--- config.mk ---
export PLATFORM = sky130hd
export DESIGN_NAME = sync_debouncer
export DESIGN_NICKNAME = d
export VERILOG_FILES = /design/src/rtl/sync_debouncer.sv
export SDC_FILE = /design/constraint.sdc
export NUM_CORES = 1
export LEC_CHECK = 0
export ABC_AREA = 1
export BUFFER_PORTS_ARGS = -buffer_cell sky130_fd_sc_hd__clkbuf_2
export CAP_MARGIN = 10
export CORE_MARGIN = 5
export CORE_UTILIZATION = 60
export DETAILED_ROUTE_END_ITERATION = 12
export GPL_TIMING_DRIVEN = 0
export PLACE_DENSITY = 0.78
export SETUP_SLACK_MARGIN = 0.2
export SLEW_MARGIN = 25
export SYNTH_ARGS = -nofsm -noshare
export SYNTH_HDL_FRONTEND = slang
export SYNTH_SLANG_ARGS = --single-unit
--- constraint.sdc ---
create_clock -name clk -period 1.6 [get_ports clk]
set_clock_uncertainty 0.1 [all_clocks]
set_input_delay 0.08 -clock clk [delete_from_list [all_inputs] [get_ports clk]]
set_output_delay 0.08 -clock clk [all_outputs]
set_load 0.05 [all_outputs]
--- src/rtl/sync_debouncer.sv ---
// Multi-channel input conditioner: STAGES-deep synchronizer, tick-sampled
// saturating debounce counter per channel, registered level and edge pulses.
module sync_debouncer #(
    parameter int WIDTH          = 1,
    parameter int STAGES         = 2,
    parameter int SAMPLE_CNT_MAX = 25000,
    parameter int PULSE_CNT_MAX  = 150
) (
    input  logic             clk,
    input  logic             rst,
    input  logic [WIDTH-1:0] async_signal,
    output logic [WIDTH-1:0] sync_signal,
    output logic [WIDTH-1:0] debounced_signal,
    output logic [WIDTH-1:0] rise_pulse,
    output logic [WIDTH-1:0] fall_pulse
);

    // A one-cycle sample period still needs a 1-bit counter register.
    localparam int TW = (SAMPLE_CNT_MAX > 1) ? $clog2(SAMPLE_CNT_MAX) : 1;
    localparam int CW = $clog2(PULSE_CNT_MAX + 1);
    localparam logic [TW-1:0] TICK_LAST = TW'(SAMPLE_CNT_MAX - 1);
    localparam logic [CW-1:0] CNT_SAT   = CW'(PULSE_CNT_MAX);

    logic [WIDTH-1:0] sync_q [STAGES];
    logic [TW-1:0]    tick_cnt;
    logic             tick;
    logic [CW-1:0]    cnt [WIDTH];
    logic [WIDTH-1:0] prev_q;

    always_ff @(posedge clk or posedge rst) begin
        if (rst) begin
            for (int s = 0; s < STAGES; s++) begin
                sync_q[s] <= '0;
            end
        end else begin
            sync_q[0] <= async_signal;
            for (int s = 1; s < STAGES; s++) begin
                sync_q[s] <= sync_q[s-1];
            end
        end
    end

    assign sync_signal = sync_q[STAGES-1];

    assign tick = (tick_cnt == TICK_LAST);

    always_ff @(posedge clk or posedge rst) begin
        if (rst) begin
            tick_cnt <= '0;
        end else if (tick) begin
            tick_cnt <= '0;
        end else begin
            tick_cnt <= tick_cnt + TW'(1);
        end
    end

    // A low synchronized sample always restarts the count, tick or not.
    always_ff @(posedge clk or posedge rst) begin
        if (rst) begin
            for (int i = 0; i < WIDTH; i++) begin
                cnt[i] <= '0;
            end
        end else begin
            for (int i = 0; i < WIDTH; i++) begin
                if (!sync_signal[i]) begin
                    cnt[i] <= '0;
                end else if (tick && (cnt[i] < CNT_SAT)) begin
                    cnt[i] <= cnt[i] + CW'(1);
                end
            end
        end
    end

    always_ff @(posedge clk or posedge rst) begin
        if (rst) begin
            debounced_signal <= '0;
            prev_q           <= '0;
        end else begin
            for (int i = 0; i < WIDTH; i++) begin
                debounced_signal[i] <= (cnt[i] == CNT_SAT);
            end
            prev_q <= debounced_signal;
        end
    end

    // Pulses decode registers only, so they cannot glitch.
    assign rise_pulse = debounced_signal & ~prev_q;
    assign fall_pulse = ~debounced_signal & prev_q;

endmodule

==> out/qor.yml <==
outcome: "finished clean"
core_area_sq_um: 2450
vias: 1360
post-place-ws_ns: -0.00287
wl_per_cell_um: 12.4
fp.dieH_um: 60.3
place_area_sq_um: 1590
synth-seq-cells: 27
dp_hpwl_um: 2170
synthCells: 210
crit_type: "flip-flop to flip-flop"
p_total_mw: 1.02
worst_slack_ns: 0.118
areaGrowthSynthToFinish_pct: 18.8
drtPass1Iterations: 4
ys.warnings.count: 0
routabilityCongestion: 0.881
antenna_found_initial: 0
cap_violations: 0
grt_setup_unrepaired: "yes"
p_per_area_nw_per_um2: 564
final_cell_mix: "nand2_1 (47), nor2_1 (31), inv_1 (28), dfrtp_1 (25), nand3_1 (14)"
required_ns: 1.73
setup_viol: 0
tightest_slew_ns: 0.555
grt_util_met2_pct: 36.6
grt_start_max_net_pins: 28
multi_input_area_sq_um: 812
grt_pass1_wl_um: 5600
postRouteAntennaNets: 0
tritoncts: "yes"
synth.avg_cell_area_sq_um: 7.22
syn_area_sq_um: 1520
grt-ovfl-total: 0
fin_area_sq_um: 1800
synth_nets: 216
die_area_sq_um: 3630
gr-usage-all-layers_pct: 20.4
hold_path_class: "input port to async pin"
clk_path_buf_depth: 2
grtUsageMet3_pct: 2.81
layout_commonest_cell: "nand2_1"
relSlewSlack_pct: 63.0
post-route-period-util_pct: 92.6
hold-worst-slack_ns: 0.236
rrSetupSlack_ns: 0.12
ys_seq_area_share_pct: 44.6
port_buffers: 6
cts.root.buffer_cell: "clkbuf_4"
first_global_vias: 1380
h-tree-depth: 1
cp-start-kind: "flip-flop"
cts_num_sinks: 27
synth.distinct_cells: 20
layout.nets: 235
io-pin-count: 7
start_util_pct: 61.8
leakage_nw: 0.913
use_met1_pct: 23.9
slew_violations: 0
layout-drive-gt1-share_pct: 22.4
via_per_inst: 5.27
drt_iter0_drc: 42
row_count: 18
fin_util_pct: 73.4
fmax_ghz: 0.675
layout_min_cycle_time_ns: 1.48
die_width_um: 60.3
vdd_drop_max_mv: 0.450
critPathMaxFanout: 8
r2r_start: "tick_cnt[0]"
nFillCells: 184
worstSetupEndpointType: "flip-flop"
insertion_delay_ns: 0.32
r2r-end: "cnt[1]"
timing_hold_violations_final: 0
seq_area_sq_um: 678
drcViolationCount: 0
path_clk_slew_ns: 0.14
top_usage_layer: "met2"
wl_um: 3200
numCtsBuffers: 3
n_antenna_cell: 0
reg2reg_depth: 8
arrival_ns: 1.61
-- how the worst max path moves through the flow --
stage / from / end / slack, ns
2_1_floorplan: tick_cnt[0] / tick_cnt[14] / 0.22
3_3_place_gp: tick_cnt[0] / tick_cnt[14] / 0.02
3_5_place_dp: tick_cnt[0] / tick_cnt[14] / -0.003
4_1_cts: tick_cnt[1] / cnt[1] / 0.13
5_1_grt: tick_cnt[0] / cnt[3] / 0.009
6_report: tick_cnt[0] / cnt[1] / 0.12
-- area by class of cell --
type                            count  share of cell area, %
Clock inverter                      1                  0.278
Inverter                           33                   6.88
Timing Repair Buffer               14                   5.42
Clock buffer                        3                   1.25
Tap cell                           30                   2.08
Sequential cell                    27                   37.6
Multi-Input combinational cell    146                   45.1
Buffer                              4                   1.39
-- layer usage --
layer	part of all wire, %	wire length (um)
met5	0	0
met4	2.0	64
met3	1.9	60
met2	53	1700
met1	43	1370
-- critical path, cell delays in order (launching register included) --
cell,delay (ns)
dfrtp_1,0.43
ha_4,0.18
nand2_4,0.06
nor2_2,0.11
nand2_2,0.08
nor2_4,0.16
nand2_4,0.13
nand3_2,0.09
nand2_1,0.05
-- sequential cells by signal, indices dropped and copies added (netlist names) --
register and flops:
cnt 8, debounced_signal 1, prev_q 1, sync_q 1
sync_signal 1, tick_cnt 15
-- power breakdown --
part	internal (mW)	switching, mW	leakage [nW]
clock network	0.0937	0.201	0.0177
logic	0.00739	0.0274	0.540
registers	0.685	0.000907	0.356
total	0.786	0.229	0.913
-- Yosys cell counts --
master	count	area, sq um
dfrtp_1	27	676
nor2_2	1	6.26
xor2_1	8	70.1
nand4_1	7	43.8
ha_1	3	37.5
nand3b_1	1	7.51
o21ai_0	1	5.00
nand2_2	1	6.26
buf_6	1	11.3
inv_1	33	124
clkbuf_1	2	7.51
nand3_1	23	115
nor3_1	7	35.0
nor2_1	38	143
buf_2	1	5.00
and2_1	1	6.26
a21oi_1	3	15.0
nand2_1	50	188
xnor2_1	1	8.76
nor4_1	1	6.26
-- kinds of logic (layout without fill, tap and decap cells) --
family | after synthesis | in the layout | synth area share (%)
adders and majority gates | 3 | 3 | 2.48
DFF | 27 | 27 | 44.6
buffers and inverters | 37 | 55 | 9.74
and+or+nand+nor | 130 | 130 | 36.7
AOI/OAI and AO/OA | 4 | 4 | 1.32
xor gates and xnor gates | 9 | 9 | 5.20
-- stage by stage --
step,setup TNS (ns),std cells
after floorplan,0,210
final,0,258
after CTS,0,256
after global placement,0,246
after global routing,0,258
after detailed placement,-0.00287,246
-- repair_timing --
item,CTS,global route
hold buffers,2,0
pin swaps,7,5
cloned,1,0
setup endpoints to repair,17,23
resized for setup,15,21
buffers inserted,3,2
hold endpoints to repair,28,0
No activity file was read; power rests on OpenSTA's default activity.
